## config.mk

```make
export PLATFORM = sky130hd
export DESIGN_NAME = smvm_row_packer_flat
export DESIGN_NICKNAME = d
export VERILOG_FILES = /design/src/rtl/smvm_row_packer_if.sv /design/src/rtl/smvm_row_packer.sv /design/src/flat_wrapper.sv
export SDC_FILE = /design/constraint.sdc
export NUM_CORES = 1
export LEC_CHECK = 0
export ABC_CLOCK_PERIOD_IN_PS = 1820
export CELL_PAD_IN_SITES_DETAIL_PLACEMENT = 1
export CELL_PAD_IN_SITES_GLOBAL_PLACEMENT = 1
export CORE_MARGIN = 4
export CORE_UTILIZATION = 41
export DETAILED_ROUTE_END_ITERATION = 12
export GPL_ROUTABILITY_DRIVEN = 0
export GPL_TIMING_DRIVEN = 1
export PLACE_DENSITY_LB_ADDON = 0.12
export SLEW_MARGIN = 15
export SYNTH_ARGS = -nofsm -noshare
export SYNTH_HDL_FRONTEND = slang
export SYNTH_SLANG_ARGS = --single-unit
```

## constraint.sdc

```tcl
create_clock -name clk -period 1.82 [get_ports clk]
set_input_delay 0.364 -clock clk [delete_from_list [all_inputs] [get_ports clk]]
set_output_delay 0.364 -clock clk [all_outputs]
set_load 0.005 [all_outputs]
```

## src/rtl/smvm_row_packer_if.sv

```systemverilog
// Element-stream and packet handshake bundle for smvm_row_packer.
// master drives elements and pkt_ready; slave is the packer.
interface smvm_row_packer_if #(
    parameter int K     = 4,
    parameter int COL_W = 7
);
    logic                       in_valid;
    logic                       in_ready;
    logic [7:0]                 val_in;
    logic [COL_W-1:0]           col_in;
    logic                       ipv_in;
    logic                       last_in;
    logic                       pkt_valid;
    logic                       pkt_ready;
    logic [8*K-1:0]             pkt_val;
    logic [COL_W*K-1:0]         pkt_col;
    logic [K-1:0]               pkt_ipv;
    logic [K-1:0]               pkt_mask;
    logic [$clog2(K+1)-1:0]     pkt_rows;
    logic                       pkt_last;

    modport master (
        output in_valid, val_in, col_in, ipv_in, last_in, pkt_ready,
        input  in_ready, pkt_valid, pkt_val, pkt_col, pkt_ipv,
        input  pkt_mask, pkt_rows, pkt_last
    );

    modport slave (
        input  in_valid, val_in, col_in, ipv_in, last_in, pkt_ready,
        output in_ready, pkt_valid, pkt_val, pkt_col, pkt_ipv,
        output pkt_mask, pkt_rows, pkt_last
    );
endinterface

```

## src/rtl/smvm_row_packer.sv

```systemverilog
// Packs serial (value, column, IPV) elements into K-lane packets.
// Assembly register feeds a one-deep output register; lane 0 sits in the MSBs.
module smvm_row_packer #(
    parameter int K     = 4,
    parameter int COL_W = 7
) (
    input logic             clk,
    input logic             rst,
    smvm_row_packer_if.slave bus
);
    localparam int LW = $clog2(K);
    localparam int RW = $clog2(K + 1);

    typedef enum logic {ASM, HOLD} state_t;

    state_t                   state, state_nx;
    logic [LW-1:0]            lane_cnt;
    logic [LW-1:0]            idx;
    logic [K-1:0][7:0]        a_val, m_val, o_val;
    logic [K-1:0][COL_W-1:0]  a_col, m_col, o_col;
    logic [K-1:0]             a_ipv, m_ipv, o_ipv;
    logic [K-1:0]             a_mask, m_mask, o_mask;
    logic                     a_last, m_last, o_last;
    logic                     o_valid;
    logic [RW-1:0]            rows;
    logic                     acc, consume, out_free, closing;
    logic                     xfer, asm_wr;

    assign bus.in_ready = (state == ASM);
    assign acc          = bus.in_valid & bus.in_ready;
    assign consume      = o_valid & bus.pkt_ready;
    assign out_free     = ~o_valid | bus.pkt_ready;
    assign closing      = acc & ((lane_cnt == LW'(K - 1)) | bus.last_in);
    assign idx          = LW'(K - 1) - lane_cnt;

    // State register
    always_ff @(posedge clk) begin
        if (rst) state <= ASM;
        else     state <= state_nx;
    end

    // Next state: transfer on closure when output frees, else park in HOLD
    always_comb begin
        state_nx = state;
        xfer     = 1'b0;
        asm_wr   = 1'b0;
        unique case (state)
            ASM: begin
                if (closing) begin
                    if (out_free) begin
                        xfer = 1'b1;
                    end else begin
                        asm_wr   = 1'b1;
                        state_nx = HOLD;
                    end
                end else if (acc) begin
                    asm_wr = 1'b1;
                end
            end
            HOLD: begin
                if (consume) begin
                    xfer     = 1'b1;
                    state_nx = ASM;
                end
            end
            default: state_nx = ASM;
        endcase
    end

    // Assembly contents with this cycle's element merged into its lane
    always_comb begin
        m_val  = a_val;
        m_col  = a_col;
        m_ipv  = a_ipv;
        m_mask = a_mask;
        m_last = a_last;
        if (acc) begin
            m_val[idx]  = bus.val_in;
            m_col[idx]  = bus.col_in;
            m_ipv[idx]  = bus.ipv_in;
            m_mask[idx] = 1'b1;
            m_last      = a_last | bus.last_in;
        end
    end

    // Assembly register: cleared on transfer, extended on accept
    always_ff @(posedge clk) begin
        if (rst || xfer) begin
            a_val    <= '0;
            a_col    <= '0;
            a_ipv    <= '0;
            a_mask   <= '0;
            a_last   <= 1'b0;
            lane_cnt <= '0;
        end else if (asm_wr) begin
            a_val    <= m_val;
            a_col    <= m_col;
            a_ipv    <= m_ipv;
            a_mask   <= m_mask;
            a_last   <= m_last;
            lane_cnt <= closing ? '0 : lane_cnt + 1'b1;
        end
    end

    // Output register: loads on transfer, drops valid on bare consume
    always_ff @(posedge clk) begin
        if (rst) begin
            o_val   <= '0;
            o_col   <= '0;
            o_ipv   <= '0;
            o_mask  <= '0;
            o_last  <= 1'b0;
            o_valid <= 1'b0;
        end else if (xfer) begin
            o_val   <= m_val;
            o_col   <= m_col;
            o_ipv   <= m_ipv;
            o_mask  <= m_mask;
            o_last  <= m_last;
            o_valid <= 1'b1;
        end else if (consume) begin
            o_valid <= 1'b0;
        end
    end

    // Row count is the number of row starts in the visible packet
    always_comb begin
        rows = '0;
        for (int i = 0; i < K; i++) rows = rows + RW'(o_ipv[i]);
    end

    assign bus.pkt_valid = o_valid;
    assign bus.pkt_val   = o_val;
    assign bus.pkt_col   = o_col;
    assign bus.pkt_ipv   = o_ipv;
    assign bus.pkt_mask  = o_mask;
    assign bus.pkt_last  = o_last;
    assign bus.pkt_rows  = rows;
endmodule

```

## src/flat_wrapper.sv

```systemverilog
// flat-port wrapper written by rule: the top's interface ports become plain ports
module smvm_row_packer_flat 
#(
    parameter int K     = 4,
    parameter int COL_W = 7
)
  (clk, rst, bus_in_valid, bus_val_in, bus_col_in, bus_ipv_in, bus_last_in, bus_pkt_ready, bus_in_ready, bus_pkt_valid, bus_pkt_val, bus_pkt_col, bus_pkt_ipv, bus_pkt_mask, bus_pkt_rows, bus_pkt_last);
  smvm_row_packer_if #(.K(K), .COL_W(COL_W)) bus_i ();
  input logic clk;
  input logic rst;
  input wire logic [$bits(bus_i.in_valid)-1:0] bus_in_valid;
  input wire logic [$bits(bus_i.val_in)-1:0] bus_val_in;
  input wire logic [$bits(bus_i.col_in)-1:0] bus_col_in;
  input wire logic [$bits(bus_i.ipv_in)-1:0] bus_ipv_in;
  input wire logic [$bits(bus_i.last_in)-1:0] bus_last_in;
  input wire logic [$bits(bus_i.pkt_ready)-1:0] bus_pkt_ready;
  output wire logic [$bits(bus_i.in_ready)-1:0] bus_in_ready;
  output wire logic [$bits(bus_i.pkt_valid)-1:0] bus_pkt_valid;
  output wire logic [$bits(bus_i.pkt_val)-1:0] bus_pkt_val;
  output wire logic [$bits(bus_i.pkt_col)-1:0] bus_pkt_col;
  output wire logic [$bits(bus_i.pkt_ipv)-1:0] bus_pkt_ipv;
  output wire logic [$bits(bus_i.pkt_mask)-1:0] bus_pkt_mask;
  output wire logic [$bits(bus_i.pkt_rows)-1:0] bus_pkt_rows;
  output wire logic [$bits(bus_i.pkt_last)-1:0] bus_pkt_last;
  assign bus_i.in_valid = bus_in_valid;
  assign bus_i.val_in = bus_val_in;
  assign bus_i.col_in = bus_col_in;
  assign bus_i.ipv_in = bus_ipv_in;
  assign bus_i.last_in = bus_last_in;
  assign bus_i.pkt_ready = bus_pkt_ready;
  assign bus_in_ready = bus_i.in_ready;
  assign bus_pkt_valid = bus_i.pkt_valid;
  assign bus_pkt_val = bus_i.pkt_val;
  assign bus_pkt_col = bus_i.pkt_col;
  assign bus_pkt_ipv = bus_i.pkt_ipv;
  assign bus_pkt_mask = bus_i.pkt_mask;
  assign bus_pkt_rows = bus_i.pkt_rows;
  assign bus_pkt_last = bus_i.pkt_last;
  smvm_row_packer #(.K(K), .COL_W(COL_W)) u_core (.clk(clk), .rst(rst), .bus(bus_i));
endmodule
```

==> results of run 1 <==
==> stage by stage <==
| stage | util [%] | instance area (µm²) | setup slack [ns] | hold slack (ns) | power, µW |
|---|---|---|---|---|---|
| after floorplan | - | 5850 | 0.182 | 0.429 | 3910 |
| after global placement | 51.0 | 7100 | -0.279 | 0.438 | 4370 |
| after detailed placement | 51.0 | 7100 | -0.356 | 0.450 | 4410 |
| after CTS | 55.6 | 7750 | -0.333 | 0.459 | 7990 |
| after global routing | 56.4 | 7860 | -0.304 | 0.480 | 8270 |
| final | 56.4 | 7860 | -0.252 | 0.456 | 7940 |
==> sequential cells by signal, indices dropped and copies added, names as in the netlist <==
| signal | cells |
|---|---|
| u_core.bus.pkt_val | 32 |
| u_core.a_val | 32 |
| u_core.bus.pkt_valid | 1 |
| u_core.a_col | 28 |
| u_core.a_last | 1 |
| u_core.bus.pkt_ipv | 4 |
| u_core.a_mask | 4 |
| u_core.bus.pkt_col | 28 |
| u_core.bus.pkt_mask | 4 |
| u_core.lane_cnt | 2 |
| u_core.bus.pkt_last | 1 |
| u_core.a_ipv | 4 |
| u_core.state | 1 |
==> final timing paths <==
| kind | cells past startpoint | endpoint |
|---|---|---|
| setup reg to reg | 6 | u_core.bus.pkt_mask[0] |
| setup / recovery | 4 | bus_pkt_rows[1] |
| hold reg to reg | 2 | u_core.a_col[0] |
| hold / removal | 2 | u_core.a_col[0] |
==> cell families after synthesis <==
group           after synthesis  share of synthesized area (%)
compound gates              102                           12.1
fa+ha+maj                     7                           1.63
buf+inv                      71                           7.19
flops                       142                           48.6
mux                         112                           19.2
simple gates                168                           11.4
==> power by group <==
group | leakage [µW] | switching, µW | internal [µW]
clock network | 0.000302 | 1250 | 2300
logic | 0.00199 | 490 | 542
registers | 0.00116 | 91.9 | 3260
total | 0.00345 | 1830 | 6110
==> layer usage <==
metal | GRT usage, % | up-vias | routed length (µm)
met5 | 0 | - | 0
met4 | 6.62 | 0 | 263
met3 | 5.18 | 22 | 636
met2 | 34.0 | 82 | 7920
met1 | 25.2 | 2269 | 7310
li1 | - | 2256 | -
==> worst min-delay path: stages, from the launching register on <==
cell	delay, ns
sky130_fd_sc_hd__dfxtp_1	0.31
sky130_fd_sc_hd__nand2_1	0.05
sky130_fd_sc_hd__a21oi_1	0.05
==> placed cells by master (no fill, tap or decap), types with 2 or more instances in the layout <==
cell type and n:
sky130_fd_sc_hd__o21bai_2 2, sky130_fd_sc_hd__o21ai_0 2, sky130_fd_sc_hd__mux2i_1 110, sky130_fd_sc_hd__nand3_1 3, sky130_fd_sc_hd__a21oi_1 23, sky130_fd_sc_hd__clkbuf_1 2
sky130_fd_sc_hd__dfxtp_1 137, sky130_fd_sc_hd__bufinv_16 2, sky130_fd_sc_hd__clkdlybuf4s50_1 90, sky130_fd_sc_hd__dfxtp_2 5, sky130_fd_sc_hd__nand2_1 33, sky130_fd_sc_hd__nand3b_1 4
sky130_fd_sc_hd__nor2b_1 2, sky130_fd_sc_hd__nand2b_1 2, sky130_fd_sc_hd__a211oi_2 6, sky130_fd_sc_hd__inv_1 7, sky130_fd_sc_hd__buf_4 29, sky130_fd_sc_hd__ha_1 3
sky130_fd_sc_hd__mux2i_2 2, sky130_fd_sc_hd__a211oi_1 60, sky130_fd_sc_hd__buf_6 4, sky130_fd_sc_hd__ha_4 2, sky130_fd_sc_hd__clkbuf_8 8, sky130_fd_sc_hd__a311oi_1 3
sky130_fd_sc_hd__buf_2 2, sky130_fd_sc_hd__buf_12 11, sky130_fd_sc_hd__nor2_1 122, sky130_fd_sc_hd__clkbuf_16 18
==> layout make-up <==
class                   instances  area share (%)
clock buffers                  27            6.91
clock inverters                 4           0.924
inverters                       7           0.334
multi-input cells             389            34.3
flip-flops and latches        142            36.3
well taps                     180            2.87
repair buffers                138            18.4
==> Yosys cell counts (all sizes together) <==
| library cell | count |
|---|---|
| clkbuf | 20 |
| mux2i | 112 |
| a31oi | 1 |
| dfxtp | 142 |
| o211a | 1 |
| buf | 44 |
| fa | 1 |
| a21oi | 24 |
| nand2b | 2 |
| a311oi | 4 |
| inv | 7 |
| nor2 | 123 |
| nand3b | 4 |
| nand3 | 3 |
| nor2b | 2 |
| or2 | 1 |
| o21bai | 3 |
| o21a | 1 |
| a211oi | 66 |
| nand2 | 33 |
| ha | 6 |
| o21ai | 2 |
==> timing repair <==
action                                  CTS  global route
endpoints found under the setup margin    8            22
gates cloned                              0             1
pin swaps                                 3             3
gates resized for setup                  21            17
setup buffers                             0             1
hold endpoints to repair                  0             0
hold buffers                              0             0
==> results.sh, run 1 <==
export IMPL_max_fo_critical_path=2
export IMPL_synth_largest_type_area_fraction_pct=48.6
export IMPL_netlist_area_pre_place_um2=5850
export IMPL_place_detailed_hpwl_mm=10.4
export IMPL_setup_slack_ns=-0.252
export IMPL_grt_max_degree=72
export IMPL_synth_seq_area_share_pct=48.6
export IMPL_antenna_violations_before_repair=0
export IMPL_coreArea_um2=13900
export IMPL_critical_path_cell_chain="ha_4, fa_2, ha_4, buf_6"
export IMPL_track_usage_pct=20.2
export IMPL_yosys_area_top_type="sky130_fd_sc_hd__dfxtp_1"
export IMPL_cts_num_sinks=142
export IMPL_timing_critical_path_to_type="primary output"
export IMPL_setup_worst_path_class="flip-flop to primary output"
export IMPL_critical_path_max_stage_delay_ns=0.36
export IMPL_maximum_count_of_clock_buffers_along_a_single_path=2
export IMPL_pwr_density_cell_nw_per_um2=1010
export IMPL_hold_path_class="flip-flop to flip-flop"
export IMPL_drc=0
export IMPL_peakVddDrop_v=0.000574
export IMPL_numPlacedInstances=854
export IMPL_post_route_period_util_pct=114
export IMPL_postSynthCellCount=602
export IMPL_status="finished with violations"
export IMPL_clock_tree_from_tritoncts="done"
export IMPL_crit_reg2reg_launch="u_core.lane_cnt[0]"
export IMPL_drt_wirelength_mm=16.1
export IMPL_area_sequential_um2=2850
export IMPL_fp_dieH_um=127
export IMPL_detail_route_first_pass_iterations=4
export IMPL_crit_required_ns=1.46
export IMPL_avgRoutedWirePerCell_um=18.2
export IMPL_finClkSkew_ns=0.00416
export IMPL_path_delay_family="adder cells"
export IMPL_hold_viol_final=0
export IMPL_cts_reportedPaths_clkPinSlew_ns=0.06
export IMPL_synthTopCellsByArea="sky130_fd_sc_hd__dfxtp_1 (49%), sky130_fd_sc_hd__mux2i_1 (19%), sky130_fd_sc_hd__a211oi_1 (8.5%)"
export IMPL_max_slew_margin_pct=72.4
export IMPL_antenna_violating_nets_post_route=0
export IMPL_numPortBuffers=94
export IMPL_synth_yosys_warnings=0
export IMPL_setup_tns_final_ns=-0.553
export IMPL_worst_slew_pin_transition_ns=0.413
export IMPL_cap_viol_max_count=0
export IMPL_most_used_cell_along_the_critical_path="sky130_fd_sc_hd__ha_4"
export IMPL_antenna_diode_count=0
export IMPL_maxClockFrequency_mhz=483
export IMPL_timing_critical_path_from_type="flip-flop"
export IMPL_boundaryPins=95
export IMPL_violated_checks="negative setup slack"
export IMPL_vias_per_cell=5.22
export IMPL_clk_lat_worst_skew_ns=0.42
export IMPL_grt_overflow_total=0
export IMPL_mappedNetlistNets=630
export IMPL_vias=4629
export IMPL_syn_area_per_cell_um2=9.72
export IMPL_cp_num_buf_inv=1
export IMPL_power_static_leakage_uw=0.00345
export IMPL_startpoint="u_core.bus.pkt_ipv[1]"
export IMPL_timing_max_transition_violations_final=0
export IMPL_area_growth_syn_to_layout_pct=34.3
export IMPL_synth_cell_types=27
export IMPL_layout_cells_non_filler=887
export IMPL_post_route_min_period_ns=2.07
export IMPL_min_delay_start="u_core.a_col[0]"
export IMPL_grt_pass1_wl_mm=25.8
export IMPL_layout_drive_gt1_share_pct=14.4
export IMPL_dr_first_iter_drc_count=264
export IMPL_synth_ff_latch_count=142
export IMPL_clock_tree_htree_level_count=4
export IMPL_tritoncts_num_buffers=17
export IMPL_multi_input_comb_area_um2=2690
export IMPL_worst_r2r_setup_slack_ns=0.06
export IMPL_num_fill_cells=1483
export IMPL_floorplan_die_width_um=127
export IMPL_num_nets_final=723
export IMPL_timing_critical_path_arrival_ns=1.71
export IMPL_grt_pass1_vias=4909
export IMPL_die_area_um2=16200
export IMPL_start_util_pct=42.0
export IMPL_crit_slowest_cell="sky130_fd_sc_hd__fa_2"
export IMPL_number_of_placement_rows=43
export IMPL_ctsRootBufferMaster="sky130_fd_sc_hd__clkbuf_16"
export IMPL_setup_failing_eps_final=3
export IMPL_grt_setup_unrepaired="true"
Power figures use the tool's default switching activity.
==> run 2, diff against run 1 <==
--- a/config.mk
+++ b/config.mk
@@ -14,7 +14,7 @@
 export GPL_ROUTABILITY_DRIVEN = 0
 export GPL_TIMING_DRIVEN = 1
 export PLACE_DENSITY_LB_ADDON = 0.12
-export SLEW_MARGIN = 15
+export SLEW_MARGIN = 20
 export SYNTH_ARGS = -nofsm -noshare
 export SYNTH_HDL_FRONTEND = slang
 export SYNTH_SLANG_ARGS = --single-unit
==> results of run 2 <==
The final DEF is identical to that of run 1; final timing and power are the same.
